**src/rtl/demux_1x4_router.sv**
```systemverilog
// demux_1x4_router: steers one word stream to four channels, each behind its
// own DEPTH-entry FIFO so a stalled consumer only blocks its own traffic.

module demux_1x4_router_chan #(
  parameter int W     = 4,
  parameter int DEPTH = 2
) (
  input  logic         CLK,
  input  logic         RESET,
  input  logic         push,
  input  logic         pop,
  input  logic [W-1:0] data,
  output logic [W-1:0] head,
  output logic         valid,
  output logic         full
);
  localparam int AW = $clog2(DEPTH);
  localparam int CW = AW + 1;
  localparam logic [CW-1:0] CMAX = CW'(DEPTH);

  logic [W-1:0]  mem [DEPTH];
  logic [AW-1:0] wr_ptr;
  logic [AW-1:0] rd_ptr;
  logic [CW-1:0] count;
  logic          do_push;
  logic          do_pop;

  assign valid   = (count != '0);
  assign full    = (count == CMAX);
  assign do_push = push & ~full;
  assign do_pop  = pop & valid;
  assign head    = valid ? mem[rd_ptr] : '0;

  // Pointers are log2(DEPTH) wide, so increment wraps modulo DEPTH.
  always_ff @(posedge CLK) begin
    if (RESET) begin
      wr_ptr <= '0;
      rd_ptr <= '0;
      count  <= '0;
    end else begin
      if (do_push)
        wr_ptr <= wr_ptr + AW'(1);
      if (do_pop)
        rd_ptr <= rd_ptr + AW'(1);
      unique case ({do_push, do_pop})
        2'b10:   count <= count + CW'(1);
        2'b01:   count <= count - CW'(1);
        default: count <= count;
      endcase
    end
  end

  always_ff @(posedge CLK) begin
    if (!RESET && do_push)
      mem[wr_ptr] <= data;
  end
endmodule

module demux_1x4_router #(
  parameter int W     = 4,
  parameter int DEPTH = 2
) (
  input  logic         CLK,
  input  logic         RESET,
  input  logic [W-1:0] InData,
  input  logic [1:0]   Sel,
  input  logic         InValid,
  output logic         InReady,
  output logic [W-1:0] Out1,
  output logic [W-1:0] Out2,
  output logic [W-1:0] Out3,
  output logic [W-1:0] Out4,
  output logic [3:0]   OutValid,
  input  logic [3:0]   OutReady,
  output logic         AllEmpty
);
  if (DEPTH < 2 || (DEPTH & (DEPTH - 1)) != 0) begin : g_bad_depth
    $error("DEPTH must be a power of two >= 2");
  end

  logic [3:0]   full;
  logic [3:0]   sel_hot;
  logic [3:0]   push;
  logic [3:0]   pop;
  logic [W-1:0] head [4];

  always_comb begin
    sel_hot = 4'b0000;
    unique case (Sel)
      2'd0: sel_hot = 4'b0001;
      2'd1: sel_hot = 4'b0010;
      2'd2: sel_hot = 4'b0100;
      2'd3: sel_hot = 4'b1000;
      default: sel_hot = 4'b0000;
    endcase
  end

  // Ready depends only on Sel and registered fill state, never on OutReady.
  assign InReady = ~RESET & ~|(full & sel_hot);
  assign push    = sel_hot & {4{InValid & InReady}};
  assign pop     = OutReady & OutValid;

  for (genvar k = 0; k < 4; k++) begin : g_chan
    demux_1x4_router_chan #(
      .W     (W),
      .DEPTH (DEPTH)
    ) u_chan (
      .CLK   (CLK),
      .RESET (RESET),
      .push  (push[k]),
      .pop   (pop[k]),
      .data  (InData),
      .head  (head[k]),
      .valid (OutValid[k]),
      .full  (full[k])
    );
  end

  assign Out1     = head[0];
  assign Out2     = head[1];
  assign Out3     = head[2];
  assign Out4     = head[3];
  assign AllEmpty = ~|OutValid;
endmodule

```
**config.mk**
```make
export PLATFORM = sky130hd
export DESIGN_NAME = demux_1x4_router
export DESIGN_NICKNAME = d
export VERILOG_FILES = /design/src/rtl/demux_1x4_router.sv
export SDC_FILE = /design/constraint.sdc
export NUM_CORES = 1
export LEC_CHECK = 0
export CAP_MARGIN = 5
export CORE_MARGIN = 4
export CORE_UTILIZATION = 45
export DETAILED_ROUTE_END_ITERATION = 12
export PLACE_DENSITY = 0.73
export SYNTH_ARGS = -nofsm -noshare
export SYNTH_HDL_FRONTEND = slang
export SYNTH_SLANG_ARGS = --single-unit
export TNS_END_PERCENT = 100
```
**constraint.sdc**
```tcl
create_clock -name CLK -period 3.95 [get_ports CLK]
set_input_delay 0.5925 -clock CLK [delete_from_list [all_inputs] [get_ports CLK]]
set_output_delay 0.5925 -clock CLK [all_outputs]
set_load 0.01 [all_outputs]
```
==> reports/metrics.cfg, run 1 <==
[run_status]
status=finished, final reports clean

[route]
drt_iter0_markers=32
drt-total-wl_microns=3420
dr.pass1.iters=4
ant_nets=0
vias=1349
route.detailed.drc=0
viasPerCell=4.67
post_drt_wl_per_cell_microns=11.8

[power_and_ir_drop]
switching_share_pct=24.5
p_per_area_nw_per_um2=407
seqPwrFrac_pct=56.9
p_clk_share_pct=26.7
p_int_mw=0.817
p_leak_nw=0.943
combPwrFrac_pct=16.4
switching_power_mw=0.265
ir_worst_vdd_uv=195

[floorplan]
io_pins=35
start_util_pct=46.6
die_area_sq_um=6080
die_x_microns=78.0
num_rows=25
core-area_sq_um=4720
die_y_microns=78.0

[grt]
grtUsageTotal_pct=12.0
antenna_found_initial=0
overflow=0
grt_pass1_wl_microns=5460
grt_max_degree=21
grt_pass1_vias=1228

[yosys]
synth_flop_cell=edfxtp_1
synth_warnings=0
post-synth-top-area-cell=edfxtp_1
yosysMostFrequentCell=nor2_1
synthCells=191
synthTopCellsByArea=edfxtp_1 (44%), dfxtp_1 (18%), mux2i_1 (8.2%)
synthArstFlopShare_pct=0
ys_ff_latch=52
synth-edff-count=32
syn_avg_cell_area_sq_um=11.5
synth_top_cell_area_share_pct=43.6
syn_area_sq_um=2200
ys_seq_area_share_pct=61.8
synth_cell_type_count=30
syn-num-nets=208
synth.top_cells.by_count=nor2_1 (40), edfxtp_1 (32), dfxtp_1 (20), mux2i_1 (18), inv_1 (13)

[timing]
rsz0062_at_grt=false
min_period_ns=2.78
fin_crit_sh_pct=70.3
slew_headroom_pct=60.0
setup_viol=0
worst_slack_ns=1.17
finClkSkew_ns=0.00321
worst_pin_slew_ns=0.596
finalMaxSlewViolations=0
max_freq_mhz=360
finalHoldViolCount=0
fin_tns_setup_ns=0

[place]
place.gp.congestion=0.803
dp_hpwl_microns=2640
port_buffers=34
place_area_sq_um=2570
place_inst=281
post-place-ws_ns=1.18

[finish]
final_cells=289
fin_nets=238
final_cell_area_sq_um=2660
drive_above_1_share_pct=4.95
synthToLayoutAreaGrowth_pct=20.8
fillers=415
multiInputGateArea_sq_um=731
seq_area_sq_um=1360
n_antenna_cell=0

[setup_path]
crit_chain=clkdlybuf4s50_1 -> a31o_2 -> a211oi_1 -> clkdlybuf4s50_1
worst_setup_path_start_kind=primary input
required_ns=3.36
end_kind=output pin
worstSetupPathType=primary input to output pin
critPathArrivalTime_ns=2.19
cp_common_cell=clkdlybuf4s50_1
worstPathMaxFanout=7
critPathSlowestCell=clkdlybuf4s50_1
critical-path-max-stage-delay_ns=0.58

[clocking]
postCtsHoldBufs=0
cts_sinks=52
clk_pin_slew_worst_paths_ns=0.09
cts_tree=built
htreeDepth=2
cts-root-buf=clkbuf_8
cts_setup_buffers=0
clock_path_buffers=2
cts_resized=0
cts_made_buffers=5
clock_latency_ns=0.30

[job]
cap_violations=0

[hold_path]
hold_class=flop to flop

-- layout by cell type (no fill, tap or decap), types with 2 or more instances in the layout --
cell,synthesis,layout
a21oi_1,4,4
a311o_1,2,2
clkbuf_8,0,5
clkdlybuf4s50_1,0,34
dfxtp_1,20,20
edfxtp_1,32,32
ha_1,4,4
inv_1,13,13
mux2i_1,18,18
nand2b_1,4,4
nand3_1,2,2
nor2_1,40,40
nor2b_1,2,2
nor3_1,3,3
o21ai_0,10,10
or3_1,4,4
xnor2_1,4,4
xor2_1,8,8
-- through the flow --
step	total power, mW	utilization [%]	hold WS [ns]
final	1.08	56.3	0.486
after global routing	1.14	56.3	0.528
after CTS	1.10	56.3	0.492
after detailed placement	0.808	54.5	0.477
after global placement	0.805	54.5	0.460
after floorplan	0.732	-	0.447
-- per-layer routing --
| metal | up-vias | track usage, % | share of wire, % |
|---|---|---|---|
| met3 | 7 | 3.36 | 5.6 |
| met2 | 35 | 18.7 | 43 |
| met4 | 0 | 7.34 | 2.6 |
| li1 | 708 | - | - |
| met1 | 599 | 14.7 | 49 |
| met5 | - | 0 | 0 |
-- power groups by stage --
stage / clock network, mW / logic [mW] / registers (mW)
2_1_floorplan: 0 / 0.112 / 0.620
3_3_place_gp: 0 / 0.176 / 0.629
3_5_place_dp: 0 / 0.179 / 0.629
4_1_cts: 0.300 / 0.180 / 0.617
5_1_grt: 0.323 / 0.194 / 0.619
6_report: 0.289 / 0.177 / 0.616
-- cells by family after synthesis --
logic type,Yosys count,share of synthesized area (%)
flops,52,61.8
xor+xnor,12,4.77
fa+ha+maj,4,2.27
simple gates,61,12.6
compound gates,18,4.83
mux,19,8.69
buf+inv,25,5.05
-- path summary, 6_finish.rpt --
| check | slack, ns | cells after the start | to | from |
|---|---|---|---|---|
| min reg2reg | 0.49 | 1 | g_chan[2].u_chan.wr_ptr | g_chan[2].u_chan.wr_ptr |
| max reg2reg | 1.90 | 5 | g_chan[3].u_chan.count[1] | g_chan[3].u_chan.count[0] |
| min | 0.49 | 1 | g_chan[2].u_chan.wr_ptr | g_chan[2].u_chan.wr_ptr |
| max | 1.17 | 4 | InReady | Sel[0] |
-- flip-flops by register name, summed over array words and instances, names as in the netlist, named ones only --
name,cells
g_chan.u_chan.count,8
g_chan.u_chan.rd_ptr,4
g_chan.u_chan.mem,32
g_chan.u_chan.wr_ptr,4
-- area by class of cell --
class,instances,share of cell area (%)
Clock inverter,2,0.611
Multi-Input combinational cell,114,27.5
Timing Repair Buffer,35,13.1
Clock buffer,6,2.73
Sequential cell,52,51.2
Inverter,13,1.83
Tap cell,67,3.15
-- worst max-delay path, delay by kind of cell --
family	cells	cell delay (ns)
buffers and inverters	2	1.10
AO/OA/AOI/OAI	2	0.49
Note: power is estimated with default switching activity, not from simulation.
==> inputs of run 2 (changes only) <==
- clock period: 3.95 -> 2.6 ns (I/O delays scaled with it)
==> run 2 against run 1 <==
Sequential cell count is the same; cell count rose by 1.4%; wire length up 8.6%; register-to-register slack worse by 1.3 ns; largest cell class unchanged; hold slack about the same; clock skew is 0.0023 ns higher.
==> reports/metrics.cfg, run 2 (same netlist as run 1, synthesis figures left out) <==
[clocking]
cts_resized=0
clock_path_buffers=2
htreeDepth=2
clk_pin_slew_worst_paths_ns=0.08
cts_sinks=52
cts_tree=built
postCtsHoldBufs=0
cts_made_buffers=5
cts-root-buf=clkbuf_8
clock_latency_ns=0.30
cts_setup_buffers=0

[route]
route.detailed.drc=0
dr.pass1.iters=5
post_drt_wl_per_cell_microns=12.7
ant_nets=0
drt-total-wl_microns=3710
vias=1402
viasPerCell=4.78
drt_iter0_markers=38

[hold_path]
worstHoldStart=g_chan[2].u_chan.wr_ptr
min_path_cells=1
hold_class=flop to flop
hold_path_end=g_chan[2].u_chan.wr_ptr

[run_status]
status=finished, final reports clean

[setup_path]
critPathArrivalTime_ns=2.01
required_ns=2.21
worstSetupPathType=primary input to output pin
end_kind=output pin
cp_common_cell=clkdlybuf4s50_1
critPathSlowestCell=clkdlybuf4s50_1
crit_chain=clkdlybuf4s50_1 -> a31o_2 -> a211oi_1 -> clkdlybuf4s50_1
r2r_cells=5
r2r_setup_slack_ns=0.63
worstPathMaxFanout=7
critical-path-max-stage-delay_ns=0.59
worst_setup_path_start_kind=primary input
rr_startpoint=g_chan[3].u_chan.count[0]
r2r-end=g_chan[3].u_chan.count[1]

[finish]
final_cells=293
fillers=394
mostFrequentLayoutCell=nor2_1
largest_register=g_chan.u_chan.mem
fin_nets=242
largest_reg_flops=32
drive_above_1_share_pct=6.64
final_cell_mix=nor2_1 (40), clkdlybuf4s50_1 (34), edfxtp_1 (32)
n_antenna_cell=0
top_regs=g_chan.u_chan.mem x32, g_chan.u_chan.count x8
synthToLayoutAreaGrowth_pct=24.1

[place]
port_buffers=34
place_inst=285
dp_hpwl_microns=2850
place.gp.congestion=0.766

[floorplan]
num_rows=25
die_area_sq_um=6080
die_x_microns=78.0
die_y_microns=78.0
io_pins=35
start_util_pct=46.6
core-area_sq_um=4720

[power_and_ir_drop]
p_per_area_nw_per_um2=675
ir_worst_vdd_uv=323
p_leak_nw=0.985

[grt]
grt_pass1_wl_microns=6070
grtUsageTotal_pct=13.0
overflow=0
grt_pass1_vias=1308
antenna_found_initial=0
grt_max_degree=17

[timing]
finalMaxSlewViolations=0
min_period_ns=2.40
fin_tns_setup_ns=0
setup_viol=0
finalHoldViolCount=0
fin_crit_sh_pct=92.5
worst_pin_slew_ns=0.679
rsz0062_at_grt=false
max_freq_mhz=416
slew_headroom_pct=54.4
finClkSkew_ns=0.00555

[job]
cap_violations=0

[run 2: changes by cell type in the layout (fill, tap and decap cells not counted), sizes merged]
| cell | before | now |
|---|---|---|
| bufinv | 0 | 2 |
| buf | 1 | 5 |
| clkinv | 1 | 0 |
| clkinvlp | 1 | 0 |
[run 2: worst max path at each step]
stage	from	to	slack [ns]	cells past startpoint
after floorplan	Sel[0]	g_chan[3].u_chan.count[1]	0.57	7
after global placement	Sel[0]	g_chan[3].u_chan.count[1]	0.15	6
after detailed placement	Sel[0]	g_chan[3].u_chan.count[1]	0.11	6
after CTS	RESET	InReady	0.19	4
after global routing	g_chan[2].u_chan.count[0]	AllEmpty	0.07	4
final	RESET	InReady	0.20	4
[run 2: power by group]
group / leakage [nW] / internal, mW / total (mW) / switching [mW]
combinational: 0.468 / 0.152 / 0.280 / 0.128
sequential: 0.452 / 0.906 / 0.937 / 0.0319
clock: 0.0654 / 0.384 / 0.629 / 0.245
[run 2: layout make-up]
cell class / instances / area (sq um) / share of cell area, %
Clock inverter: 2 / 60.1 / 2.20
Sequential cell: 52 / 1360 / 49.8
Clock buffer: 6 / 72.6 / 2.65
Multi-Input combinational cell: 114 / 731 / 26.7
Timing Repair Buffer: 39 / 378 / 13.8
Tap cell: 67 / 83.8 / 3.06
Inverter: 13 / 48.8 / 1.78
[run 2: critical path: cells and delay by family]
family	cells	cell delay [ns]
buffers and inverters	2	1.13
AO/OA/AOI/OAI	2	0.50
[run 2: through the flow]
stage	util [%]	hold WS (ns)	worst slack (ns)	area [sq um]	power (mW)
floorplan	-	0.447	0.568	2200	1.11
global placement	55.1	0.458	0.151	2600	1.23
detailed placement	55.1	0.477	0.107	2600	1.24
CTS	57.9	0.488	0.194	2740	1.86
global route	57.9	0.523	0.0686	2740	1.93
finish	57.9	0.486	0.196	2740	1.85
[run 2: metal layers]
metal	GRT usage, %	routed length [microns]	vias up	share of wire [%]
met5	0	0	-	0
met4	5.77	63	0	1.7
met3	3.48	179	5	4.8
met2	20.0	1670	48	45
met1	17.0	1790	632	48
li1	-	-	717	-
